### src/rtl/led_logic_pkg.sv
// ---------------------------------------------------------------------------
// led_logic_pkg
//   Shared constants, types and helpers for the LED strip sweeper.
//
//   LED_COUNT : number of LEDs on the strip (16)
//   POS_W     : width of the lit-LED position (4)
//   dir_t     : sweep direction, UP = toward higher bit index
//   onehot16  : position -> 16-bit one-hot LED mask
// ---------------------------------------------------------------------------
package led_logic_pkg;

  localparam int LED_COUNT = 16;
  localparam int POS_W     = 4;

  typedef enum logic {
    UP   = 1'b0,
    DOWN = 1'b1
  } dir_t;

  function automatic logic [LED_COUNT-1:0] onehot16(input logic [POS_W-1:0] pos);
    logic [LED_COUNT-1:0] mask;
    mask      = '0;
    mask[pos] = 1'b1;
    return mask;
  endfunction

endpackage

### src/rtl/led_logic_ok_sync.sv
// ---------------------------------------------------------------------------
// ok_sync_edge
//   Brings the asynchronous `ok` toggle into the clock domain and turns every
//   level change into a one-cycle step pulse.
//
//   Parameters:
//     SYNC_STAGES : synchronizer depth, must be 2 or more
//   Ports:
//     clk_i  in  1 : rising-edge clock
//     rst_i  in  1 : synchronous active-high reset, clears chain and history
//     ok_i   in  1 : asynchronous toggle input
//     step_o out 1 : high for one cycle per synchronized level change of ok_i
// ---------------------------------------------------------------------------
module ok_sync_edge #(
  parameter int SYNC_STAGES = 2
) (
  input  logic clk_i,
  input  logic rst_i,
  input  logic ok_i,
  output logic step_o
);

  logic [SYNC_STAGES-1:0] sync_q;
  logic [SYNC_STAGES-1:0] sync_d;
  logic                   prev_q;
  logic                   prev_d;
  logic                   sync_out;

  assign sync_out = sync_q[SYNC_STAGES-1];

  always_comb begin
    sync_d = {sync_q[SYNC_STAGES-2:0], ok_i};
    prev_d = sync_out;
  end

  always_ff @(posedge clk_i) begin
    if (rst_i) begin
      sync_q <= '0;
      prev_q <= 1'b0;
    end else begin
      sync_q <= sync_d;
      prev_q <= prev_d;
    end
  end

  // prev resets to 0, so an ok already high at reset release yields one step.
  assign step_o = sync_out ^ prev_q;

endmodule

### src/rtl/led_logic.sv
// ---------------------------------------------------------------------------
// led_logic
//   Bounces a single lit LED across a 16-LED strip, one position per level
//   change of the `ok` toggle. Endpoints are lit once per pass, giving a
//   30-step sweep period.
//
//   Parameters:
//     SYNC_STAGES : synchronizer depth on ok (>= 2); latency = SYNC_STAGES+2
//   Ports:
//     CLOCK      in  1  : rising-edge clock
//     RESET      in  1  : synchronous active-high reset
//     ok         in  1  : asynchronous step toggle
//     LEDs_strip out 16 : registered LED drive, bit 0 = leftmost, 1 = lit
//
//   Build option:
//     LED_LOGIC_TRAIL_EN : also light the previous position (two-LED trail)
//
//   state (dir) | meaning
//   ------------+-------------------------------------------------
//   UP          | pos increments per step; at 15 turns to DOWN, 14
//   DOWN        | pos decrements per step; at 0 turns to UP, 1
// ---------------------------------------------------------------------------
module led_logic
  import led_logic_pkg::*;
#(
  parameter int SYNC_STAGES = 2
) (
  input  logic                 CLOCK,
  input  logic                 RESET,
  input  logic                 ok,
  output logic [LED_COUNT-1:0] LEDs_strip
);

  logic                 step;
  logic [POS_W-1:0]     pos_q;
  logic [POS_W-1:0]     pos_d;
  dir_t                 dir_q;
  dir_t                 dir_d;
  logic [LED_COUNT-1:0] leds_q;
  logic [LED_COUNT-1:0] leds_d;
  logic [LED_COUNT-1:0] trail_mask;

  ok_sync_edge #(
    .SYNC_STAGES (SYNC_STAGES)
  ) u_ok_sync (
    .clk_i  (CLOCK),
    .rst_i  (RESET),
    .ok_i   (ok),
    .step_o (step)
  );

  always_comb begin
    pos_d = pos_q;
    dir_d = dir_q;
    if (step) begin
      if (dir_q == UP) begin
        if (pos_q == POS_W'(LED_COUNT - 1)) begin
          dir_d = DOWN;
          pos_d = POS_W'(LED_COUNT - 2);
        end else begin
          pos_d = pos_q + POS_W'(1);
        end
      end else begin
        if (pos_q == POS_W'(0)) begin
          dir_d = UP;
          pos_d = POS_W'(1);
        end else begin
          pos_d = pos_q - POS_W'(1);
        end
      end
    end
  end

`ifdef LED_LOGIC_TRAIL_EN
  logic [POS_W-1:0] last_pos_q;
  logic             trail_valid_q;

  always_ff @(posedge CLOCK) begin
    if (RESET) begin
      last_pos_q    <= '0;
      trail_valid_q <= 1'b0;
    end else if (step) begin
      last_pos_q    <= pos_q;
      trail_valid_q <= 1'b1;
    end
  end

  always_comb begin
    trail_mask = '0;
    if (trail_valid_q) begin
      trail_mask = onehot16(last_pos_q);
    end
  end
`else
  always_comb begin
    trail_mask = '0;
  end
`endif

  // Output is registered from the current position, so it trails pos by one edge.
  always_comb begin
    leds_d = onehot16(pos_q) | trail_mask;
  end

  always_ff @(posedge CLOCK) begin
    if (RESET) begin
      pos_q  <= '0;
      dir_q  <= UP;
      leds_q <= onehot16(POS_W'(0));
    end else begin
      pos_q  <= pos_d;
      dir_q  <= dir_d;
      leds_q <= leds_d;
    end
  end

  assign LEDs_strip = leds_q;

endmodule

### config.mk
export PLATFORM = sky130hd
export DESIGN_NAME = led_logic
export DESIGN_NICKNAME = d
export VERILOG_FILES = /design/src/rtl/led_logic_pkg.sv /design/src/rtl/led_logic_ok_sync.sv /design/src/rtl/led_logic.sv
export SDC_FILE = /design/constraint.sdc
export NUM_CORES = 1
export LEC_CHECK = 0
export BUFFER_PORTS_ARGS = -buffer_cell sky130_fd_sc_hd__buf_2
export CAP_MARGIN = 20
export CORE_MARGIN = 5
export CORE_UTILIZATION = 46
export DETAILED_ROUTE_END_ITERATION = 8
export HOLD_SLACK_MARGIN = 0.05
export PLACE_DENSITY = 0.72
export SLEW_MARGIN = 20
export SYNTH_ARGS = -nofsm -noshare
export SYNTH_HDL_FRONTEND = slang
export SYNTH_SLANG_ARGS = --single-unit
### constraint.sdc
create_clock -name CLOCK -period 1.7 [get_ports CLOCK]
set_clock_uncertainty 0.15 [all_clocks]
set_input_delay 0.255 -clock CLOCK [delete_from_list [all_inputs] [get_ports CLOCK]]
set_output_delay 0.255 -clock CLOCK [all_outputs]
set_load 0.02 [all_outputs]
* Word level (Yosys, flattened, before mapping)
Cells that the tools add are included.
Storage, ports and cells: logic and storage cells 21, flip-flop bits (word level) 24, bits of input ports 3, output and inout port bits 16
Operators by class: add/subtract/negate cells 2, equal/unequal tests 1, order comparisons 2, multiplexer cells 8, bitwise operators 1, reductions and logical operators 2
Operator list (count):
- $mux W4 | 3
- $lt A4 B5 Y1 const B | 1
- $add A4 B1 Y4 const B | 1
- $demux W1 S4 | 1
- $eq A4 B4 Y1 const B | 1
- $ge A4 B1 Y1 const B | 1
- $logic_not A4 Y1 | 1
- $mux W1 | 4
- $sub A4 B1 Y4 const B | 1
- $logic_and A1 B1 Y1 | 1
- $xor A1 B1 Y1 | 1

* Depth between registers and ports, before layout
Gate-level depths: netlist of the first run.
depth in word-level cells 4, gate-level depth with buffers 6, depth with buffers taken out 6

* Modules after synthesis
A second synthesis of the first run with hierarchy kept.
Second synthesis, totals: cell total of the unflattened synthesis 93, area, all modules 914.6 um^2
Modules (own cells, without submodules):
- led_logic | times used 1, cells an instance 86, sequential area each 420.4 um^2, area an instance 827.0 um^2
- ok_sync_edge | times used 1, cells an instance 7, sequential area each 60.1 um^2, area an instance 87.6 um^2

* Worst setup path after synthesis of the first run
OpenSTA, ideal clock, no wires.
path type register to register, from register pos_q[0], to register pos_q[1], stages on the path, launching flop included 7, clock period less this slack 1.598 ns, setup time 0.095 ns, arrival 1.352 ns, required time 1.455 ns, slack 0.102 ns, cells stage by stage dfxtp_1 -> inv_1 -> ha_1 -> nor3b_2 -> o21ai_0 -> o21ai_1 -> a221oi_1
On the way: word-level cells in the longest chain between the ends 3, elaborated cells between the ends (all ways) 7
RTL lines:
- from (decl) | RTL line led_logic.sv:35 | logic [POS_W-1:0] pos_q;
- from (signal assigned) | RTL line led_logic.sv:111 | pos_q <= pos_d;
- $add A4 B1 Y4 (tied with other cells) | RTL line led_logic.sv:61 | pos_d = pos_q + POS_W'(1);
- $mux W4, on equally long branches | RTL line led_logic.sv:57, led_logic.sv:64
- $mux W4 (*) | RTL line led_logic.sv:56 | if (dir_q == UP) begin
Mark *: on every way between the ends. The rest lies on a longest branch, timed or not. A chain may end at the register's enable or synchronous reset.

* Final worst setup path of the first run
from register pos_q[1], to register pos_q[0]
On the way: word-level cells in the longest chain between the ends 3, elaborated cells between the ends (all ways) 5
RTL lines (RTL line):
- $eq A4 B4 Y1 or $logic_not A4 Y1 (tied branches) | led_logic.sv:57, led_logic.sv:64
- $mux W4, on equally long branches | led_logic.sv:57, led_logic.sv:64
- $mux W4 (*) | led_logic.sv:56
Marked as above.

==> flow_metrics.env, run 1 <==
export IMPL_status="complete, no violations"
export IMPL_ys_seq_elements=24
export IMPL_multiInputGateArea_um2=405
export IMPL_min_period_ns=1.59
export IMPL_rr_startpoint="pos_q[1]"
export IMPL_root_buffer="clkbuf_4"
export IMPL_syn_area_um2=915
export IMPL_dp_slack_ns=0.0459
export IMPL_slew_headroom_pct=67.0
export IMPL_setup_ws_ns=0.108
export IMPL_coreArea_um2=1920
export IMPL_route_detailed_drc=0
export IMPL_grt_max_degree=14
export IMPL_dr_pass1_iters=4
export IMPL_timing_fmax_ghz=0.628
export IMPL_hpwl_um=1200
export IMPL_overflow=0
export IMPL_ff2ff_path_depth=6
export IMPL_htreeDepth=1
export IMPL_ys_warn_count=0
export IMPL_initialDrtViolationCount=14
export IMPL_nets=126
export IMPL_synth_area_top_cells="dfxtp_1, nor2_1, ha_1, nand2b_1, nor2b_1"
export IMPL_crit_required_ns=1.80
export IMPL_grt_pass1_vias=609
export IMPL_die_area_um2=2980
export IMPL_synth_distinct_cells=31
export IMPL_rows=16
export IMPL_fin_crit_sh_pct=93.6
export IMPL_die_y_um=54.6
export IMPL_wl_um=1620
export IMPL_wl_per_cell_um=11.2
export IMPL_r2r_end="pos_q[0]"
export IMPL_tightest_slew_ns=0.491
export IMPL_p_total_mw=0.954
export IMPL_syn_nets=100
export IMPL_die_width_um=54.6
export IMPL_clock_sinks=24
export IMPL_regArea_um2=485
export IMPL_min_to="pos_q[0]"
export IMPL_synthCells=93
export IMPL_hold_viol=0
export IMPL_yosys_area_top_type_share_pct=52.5
export IMPL_worstSkewPairLatency_ns=0.30
export IMPL_dp_cells=139
export IMPL_n_fill_cell=191
export IMPL_viasPerCell=4.63
export IMPL_crit_path_max_fanout=5
export IMPL_async_flop_share_pct=0
export IMPL_cts_tree="done"
export IMPL_drive_gt1_share_pct=29.9
export IMPL_start_util_pct=47.6
export IMPL_synth_seq_area_share_pct=52.5
export IMPL_antenna_left=0
export IMPL_antenna_cells=0
export IMPL_gp_congestion=0.855
export IMPL_min_from="RESET"
export IMPL_synth_edff_count=0
export IMPL_hold_slack_ns=0.0999
export IMPL_final_cells=144
export IMPL_clkTransAtPathRegs_ns=0.12
export IMPL_p_leak_nw=0.476
export IMPL_holdPathStages=2
export IMPL_grt_use_total_pct=12.6
export IMPL_clockBufferDepth=2
export IMPL_finalSetupViolations=0
export IMPL_worstSetupStartpointType="flop"
export IMPL_ir_worst_vdd_mv=0.552
export IMPL_vias=667
export IMPL_path_class="flop to flop"
export IMPL_synth_ff_type="dfxtp_1"
export IMPL_syn_avg_cell_area_um2=9.83
export IMPL_crit_path_end_kind="flop"
export IMPL_power_density_nw_per_um2=867
export IMPL_critPathArrivalTime_ns=1.69
export IMPL_r2r_setup_slack_ns=0.11
export IMPL_yosysTopAreaCell="dfxtp_1"
export IMPL_antenna_found_initial=0
export IMPL_cts_inserted_buffers=3
export IMPL_grt_pass1_wl_um=2630
export IMPL_final_max_slew_viol_count=0
export IMPL_max_cap_viol_count=0
export IMPL_port_buffers=18
export IMPL_ios=19
export IMPL_syn_to_final_growth_pct=20.2
export IMPL_hp_class="input pin to flop"
-- power breakdown --
| part | total [mW] | internal (mW) | switching, mW |
|---|---|---|---|
| clock | 0.234 | 0.0827 | 0.152 |
| sequential | 0.593 | 0.578 | 0.0148 |
| combinational | 0.126 | 0.0610 | 0.0650 |
| total | 0.954 | 0.722 | 0.231 |
-- cell type report --
class                           instances  share of cell area (%)
Inverter                                2                   0.683
Multi-Input combinational cell         63                    36.9
Tap cell                               27                    3.07
Timing Repair Buffer                   25                    13.2
Clock buffer                            3                    2.05
Sequential cell                        24                    44.1
-- per-layer routing --
layer	vias up	track usage (%)	wire (µm)
met2	18	21.3	793
met4	0	7.47	27
met5	-	0	0
met3	4	3.27	101
met1	292	14.1	695
li1	353	-	-
-- what timing repair did --
action | in CTS | in global routing
setup endpoints to repair | 0 | 3
buffers inserted | 0 | 1
endpoints found under the hold margin | 1 | 0
hold buffers | 1 | 0
gates resized for setup | 0 | 5
-- cell usage in the layout (no fill, tap or decap), types with 2 or more instances in the layout --
master and count:
dfxtp_1 22, nor3_1 4, o21ai_1 2, nor2_1 18, nand2b_1 6, buf_2 18, nand2_1 5, a31oi_1 2
nor2b_1 4, xor2_1 2, buf_4 6, ha_1 4, inv_1 2, clkbuf_4 3
-- cell usage after synthesis (2+ instances only) --
library cell,instances
a31oi_1,2
nand2b_1,6
inv_1,2
ha_1,4
nand2_1,5
nor2b_1,4
nor3_1,4
dfxtp_1,24
o21ai_0,2
nor2_1,18
xor2_1,2
-- worst max-delay path, stage by stage, from the launching register on --
cell,delay (ns)
dfxtp_4,0.38
inv_1,0.09
ha_1,0.18
nor3b_4,0.23
nand2_1,0.08
a211o_1,0.31
a21oi_2,0.11
-- sequential cells by signal, summed over array words and instances, names as in the netlist --
register	flops
LEDs_strip	16
pos_q	4
u_ok_sync.sync_q	2
dir_q	1
u_ok_sync.prev_q	1
-- stage by stage --
step	TNS, ns	area, µm²	util [%]
after floorplan	0	915	-
after global placement	0	1050	54.6
after detailed placement	0	1050	54.6
after CTS	0	1080	56.3
after global routing	-0.0556	1100	57.2
final	0	1100	57.2
-- worst max-delay path by stage --
stage | startpoint | to | slack [ns] | cells after the start
finish | pos_q[1] | pos_q[0] | 0.11 | 6
global route | pos_q[1] | pos_q[1] | -0.06 | 6
global placement | pos_q[1] | pos_q[1] | 0.16 | 6
floorplan | pos_q[0] | pos_q[1] | 0.10 | 6
CTS | pos_q[1] | pos_q[1] | 0.02 | 6
detailed placement | pos_q[1] | pos_q[1] | 0.05 | 6
-- kinds of logic after synthesis --
logic type,Yosys count,synth area share [%]
multiplexers,1,1.23
buffers and inverters,6,3.83
AO/OA/AOI/OAI,12,9.71
XOR/XNOR,3,2.87
flip-flops,24,52.5
adder cells (fa/ha/maj),4,5.47
AND/OR/NAND/NOR,43,24.4
Note: power is estimated with default switching activity, not from simulation.
==> run 2, diff against run 1 <==
--- a/config.mk
+++ b/config.mk
@@ -7,11 +7,13 @@
 export LEC_CHECK = 0
 export BUFFER_PORTS_ARGS = -buffer_cell sky130_fd_sc_hd__buf_2
 export CAP_MARGIN = 20
+export CELL_PAD_IN_SITES_DETAIL_PLACEMENT = 1
+export CELL_PAD_IN_SITES_GLOBAL_PLACEMENT = 2
 export CORE_MARGIN = 5
-export CORE_UTILIZATION = 46
+export CORE_UTILIZATION = 28
 export DETAILED_ROUTE_END_ITERATION = 8
 export HOLD_SLACK_MARGIN = 0.05
-export PLACE_DENSITY = 0.72
+export PLACE_DENSITY_LB_ADDON = 0.1
 export SLEW_MARGIN = 20
 export SYNTH_ARGS = -nofsm -noshare
 export SYNTH_HDL_FRONTEND = slang
==> run 2 against run 1 <==
Sequential share of layout area is 2.7 points lower. Via count is 4.9% higher. Non-clock buffer count is 3 higher. Critical path type unchanged. Largest cell class unchanged. Worst hold slack better by 0.018 ns.
==> flow_metrics.env, run 2 (synthesized netlist as in run 1, its figures left out) <==
export IMPL_worstSkewPairLatency_ns=0.31
export IMPL_wl_um=1940
export IMPL_ir_worst_vdd_mv=0.297
export IMPL_coreArea_um2=3100
export IMPL_drive_gt1_share_pct=31.4
export IMPL_setup_tns_ns=0
export IMPL_critPathArrivalTime_ns=1.66
export IMPL_largest_reg_flops=16
export IMPL_initialDrtViolationCount=28
export IMPL_fin_crit_sh_pct=93.8
export IMPL_route_detailed_drc=0
export IMPL_slew_headroom_pct=75.9
export IMPL_setup_ws_ns=0.105
export IMPL_timing_fmax_ghz=0.627
export IMPL_root_buffer="clkbuf_4"
export IMPL_clkTransAtPathRegs_ns=0.13
export IMPL_rows=20
export IMPL_hpwl_um=1490
export IMPL_crit_required_ns=1.77
export IMPL_antenna_left=0
export IMPL_htreeDepth=1
export IMPL_crit_path_max_fanout=4
export IMPL_grt_use_total_pct=9.81
export IMPL_wl_per_cell_um=11.7
export IMPL_die_y_um=67.2
export IMPL_holdPathStages=2
export IMPL_status="complete, no violations"
export IMPL_p_int_mw=0.872
export IMPL_rr_startpoint="pos_q[0]"
export IMPL_grt_max_degree=15
export IMPL_power_switching_mw=0.248
export IMPL_p_total_mw=1.12
export IMPL_cts_tree="done"
export IMPL_final_max_slew_viol_count=0
export IMPL_antenna_found_initial=0
export IMPL_post_cts_buffers=0
export IMPL_ff2ff_path_depth=6
export IMPL_port_buffers=18
export IMPL_grt_pass1_vias=711
export IMPL_combPwrFrac_pct=11.0
export IMPL_p_leak_nw=0.503
export IMPL_overflow=0
export IMPL_antenna_cells=0
export IMPL_r2r_setup_slack_ns=0.11
export IMPL_dr_pass1_iters=3
export IMPL_hp_class="input pin to flop"
export IMPL_clock_sinks=24
export IMPL_tightest_slew_ns=0.361
export IMPL_power_density_nw_per_um2=962
export IMPL_swShare_pct=22.1
export IMPL_vias=700
export IMPL_viasPerCell=4.24
export IMPL_min_from="RESET"
export IMPL_worstSetupStartpointType="flop"
export IMPL_utilization_pct=37.5
export IMPL_regArea_um2=482
export IMPL_n_fill_cell=391
export IMPL_ios=19
export IMPL_hold_viol=0
export IMPL_grt_pass1_wl_um=3330
export IMPL_start_util_pct=29.5
export IMPL_min_to="pos_q[0]"
export IMPL_die_width_um=67.2
export IMPL_p_clk_share_pct=36.3
export IMPL_r2r_end="pos_q[1]"
export IMPL_min_period_ns=1.59
export IMPL_final_cell_mix="dfxtp_1, nor2_1, buf_2"
export IMPL_pwr_share_seq_pct=52.7
export IMPL_layout_commonest_cell="dfxtp_1"
export IMPL_die_area_um2=4510
export IMPL_rsz0062_at_grt="no"
export IMPL_dp_slack_ns=0.0681
export IMPL_cts_inserted_buffers=3
export IMPL_path_class="flop to flop"
export IMPL_finalSetupViolations=0
export IMPL_syn_to_final_growth_pct=27.2
export IMPL_hold_slack_ns=0.118
export IMPL_gp_congestion=0.733
export IMPL_nets=129
export IMPL_multiInputGateArea_um2=399
export IMPL_max_cap_viol_count=0
export IMPL_clockBufferDepth=2
export IMPL_crit_path_end_kind="flop"
-- run 2: final cells by class --
| type | count | area share (%) |
|---|---|---|
| Inverter | 2 | 0.645 |
| Tap cell | 44 | 4.73 |
| Clock inverter | 1 | 2.58 |
| Clock buffer | 3 | 1.94 |
| Sequential cell | 24 | 41.4 |
| Multi-Input combinational cell | 63 | 34.3 |
| Timing Repair Buffer | 28 | 14.4 |
-- run 2: what timing repair did --
item	CTS	global route
hold buffers	1	0
gates resized for setup	0	1
endpoints found under the hold margin	1	0
setup endpoints to repair	0	2
-- run 2: power by group through the flow --
stage,clock (mW),combinational [mW],sequential (mW)
after floorplan,0,0.0725,0.610
after global placement,0,0.123,0.602
after detailed placement,0,0.124,0.602
after CTS,0.423,0.126,0.590
after global routing,0.454,0.138,0.593
final,0.406,0.123,0.590
-- run 2: worst max-delay path, stage by stage, from the launching register on --
cell and delay (ns):
dfxtp_1 0.39, inv_1 0.08, ha_1 0.20, nor3b_2 0.17, o21ai_0 0.18, o21ai_1 0.09, a221oi_1 0.25
-- run 2: worst max path at each step --
stage / startpoint / end / slack (ns) / cells past startpoint
floorplan: pos_q[0] / pos_q[1] / 0.10 / 6
global placement: pos_q[1] / pos_q[1] / 0.14 / 6
detailed placement: pos_q[1] / pos_q[1] / 0.07 / 6
CTS: pos_q[1] / pos_q[1] / 0.04 / 6
global route: pos_q[1] / pos_q[1] / 0.007 / 6
finish: pos_q[0] / pos_q[1] / 0.11 / 6
-- run 2: layer usage --
layer / wire (µm) / track usage (%) / vias to the layer above
li1: - / - / 360
met1: 827 / 10.9 / 324
met2: 963 / 17.7 / 14
met3: 125 / 2.66 / 2
met4: 18 / 3.80 / 0
met5: 0 / 0 / -
-- run 2: stage by stage --
| step | instances | instance area (µm²) |
|---|---|---|
| global route | 165 | 1160 |
| finish | 165 | 1160 |
| detailed placement | 160 | 1100 |
| global placement | 160 | 1100 |
| CTS | 165 | 1160 |
| floorplan | 93 | 915 |
==> run 3, diff against run 2 <==
--- a/config.mk
+++ b/config.mk
@@ -14,6 +14,7 @@
 export DETAILED_ROUTE_END_ITERATION = 8
 export HOLD_SLACK_MARGIN = 0.05
 export PLACE_DENSITY_LB_ADDON = 0.1
+export RECOVER_POWER = 100
 export SLEW_MARGIN = 20
 export SYNTH_ARGS = -nofsm -noshare
 export SYNTH_HDL_FRONTEND = slang
==> run 3 against run 2 <==
Utilization down 1.2 points. Combinational power decreased by 6%. Clock-buffer cell count did not move. First-iteration DRC count decreased by 32%. Sequential power hardly changed. Critical endpoint unchanged. Global-route usage did not move. Routed wire length up 1.7%. Final area down 3.1%. Clock power about the same. Fmax up 0.10%.
==> flow_metrics.env, run 3 (synthesized netlist as in run 1, its figures left out) <==
export IMPL_vias=701
export IMPL_syn_to_final_growth_pct=23.3
export IMPL_final_max_slew_viol_count=0
export IMPL_hp_class="input pin to flop"
export IMPL_crit_path_end_kind="flop"
export IMPL_power_density_nw_per_um2=987
export IMPL_p_leak_nw=0.423
export IMPL_layout_commonest_cell="dfxtp_1"
export IMPL_worstSkewPairLatency_ns=0.31
export IMPL_crit_slowest_cell="dfxtp_2"
export IMPL_grt_pass1_vias=711
export IMPL_crit_buf_inv=1
export IMPL_path_cells="inv_1 -> ha_1 -> nor3b_2 -> o21ai_0 -> o21ai_1 -> a221oi_1"
export IMPL_grt_use_total_pct=9.81
export IMPL_die_width_um=67.2
export IMPL_clkTransAtPathRegs_ns=0.13
export IMPL_max_cap_viol_count=0
export IMPL_timing_fmax_ghz=0.628
export IMPL_grt_max_degree=15
export IMPL_ios=19
export IMPL_crit_required_ns=1.77
export IMPL_rsz0062_at_grt="no"
export IMPL_start_util_pct=29.5
export IMPL_route_detailed_drc=0
export IMPL_antenna_left=0
export IMPL_hold_slack_ns=0.111
export IMPL_wl_um=1970
export IMPL_overflow=0
export IMPL_initialDrtViolationCount=19
export IMPL_wl_per_cell_um=11.9
export IMPL_rows=20
export IMPL_worstSetupStartpointType="flop"
export IMPL_min_period_ns=1.59
export IMPL_path_class="flop to flop"
export IMPL_slew_headroom_pct=75.9
export IMPL_gp_congestion=0.733
export IMPL_finalSetupViolations=0
export IMPL_final_cell_mix="dfxtp_1, clkbuf_1, nor2_1"
export IMPL_coreArea_um2=3100
export IMPL_post_cts_buffers=0
export IMPL_crit_path_max_fanout=5
export IMPL_met2_usage_pct=17.7
export IMPL_cts_inserted_buffers=3
export IMPL_die_area_um2=4510
export IMPL_tightest_slew_ns=0.360
export IMPL_status="complete, no violations"
export IMPL_post_dp_cell_area_um2=1100
export IMPL_htreeDepth=1
export IMPL_grt_use_met1_pct=10.9
export IMPL_clock_sinks=24
export IMPL_setup_tns_ns=0
export IMPL_antenna_found_initial=0
export IMPL_slowest_delay_ns=0.39
export IMPL_path_delay_family="compound AO/OA/AOI/OAI gates"
export IMPL_grt_busiest_layer="met2"
export IMPL_grt_pass1_wl_um=3330
export IMPL_cts_tree="done"
export IMPL_dr_pass1_iters=3
export IMPL_viasPerCell=4.25
export IMPL_critPathArrivalTime_ns=1.66
export IMPL_port_buffers=18
export IMPL_use_met3_pct=2.66
export IMPL_nets=129
export IMPL_die_y_um=67.2
export IMPL_root_buffer="clkbuf_4"
export IMPL_drive_gt1_share_pct=14.9
export IMPL_fin_crit_sh_pct=93.7
export IMPL_clockBufferDepth=2
export IMPL_design_area_um2=1130
export IMPL_largest_reg_flops=16
export IMPL_ir_worst_vdd_mv=0.290
export IMPL_hpwl_um=1490
export IMPL_antenna_cells=0
export IMPL_hold_viol=0
-- run 3: cell count changes in the layout (fill, tap and decap cells not counted), sizes merged --
cell	before	now
buf	27	8
clkbuf	3	22
-- run 3: where the power goes --
group	switching [mW]	total [mW]	internal (mW)
clock network	0.168	0.406	0.238
registers	0.0114	0.591	0.579
logic	0.0675	0.116	0.0486
total	0.247	1.11	0.866
-- run 3: what timing repair did --
action | 4_1_cts | 5_1_grt
setup endpoints to repair | 0 | 2
endpoints found under the hold margin | 1 | 0
hold buffers | 1 | 0
resized for setup | 0 | 1
-- run 3: per-stage QoR --
| step | utilization (%) | setup WS [ns] | cells | total power, mW |
|---|---|---|---|---|
| after detailed placement | 35.4 | 0.0681 | 160 | 0.726 |
| after CTS | 37.5 | 0.0351 | 165 | 1.14 |
| after floorplan | - | 0.102 | 93 | 0.683 |
| after global routing | 36.3 | 0.00695 | 165 | 1.18 |
| final | 36.3 | 0.107 | 165 | 1.11 |
| after global placement | 35.4 | 0.144 | 160 | 0.725 |
-- run 3: layer usage --
metal | part of all wire, % | vias up
li1 | - | 360
met1 | 44 | 325
met2 | 49 | 14
met3 | 6.4 | 2
met4 | 0.91 | 0
met5 | 0 | -
-- run 3: layout make-up --
| class | count | area (µm²) |
|---|---|---|
| well taps | 44 | 55.1 |
| flip-flops and latches | 24 | 482 |
| inverters | 2 | 7.51 |
| clock buffers | 3 | 22.5 |
| repair buffers | 28 | 136 |
| clock inverters | 1 | 30.0 |
| fillers | 395 | 1980 |
| multi-input cells | 63 | 394 |
-- run 3: worst paths after layout --
| kind | slack [ns] | cells past startpoint | end | startpoint |
|---|---|---|---|---|
| worst max-delay path | 0.11 | 6 | pos_q[1] | pos_q[1] |
| worst min register to register | 0.32 | 1 | u_ok_sync.sync_q[1] | u_ok_sync.sync_q[0] |
| worst min-delay path | 0.11 | 2 | pos_q[0] | RESET |
| worst max register to register | 0.11 | 6 | pos_q[1] | pos_q[1] |
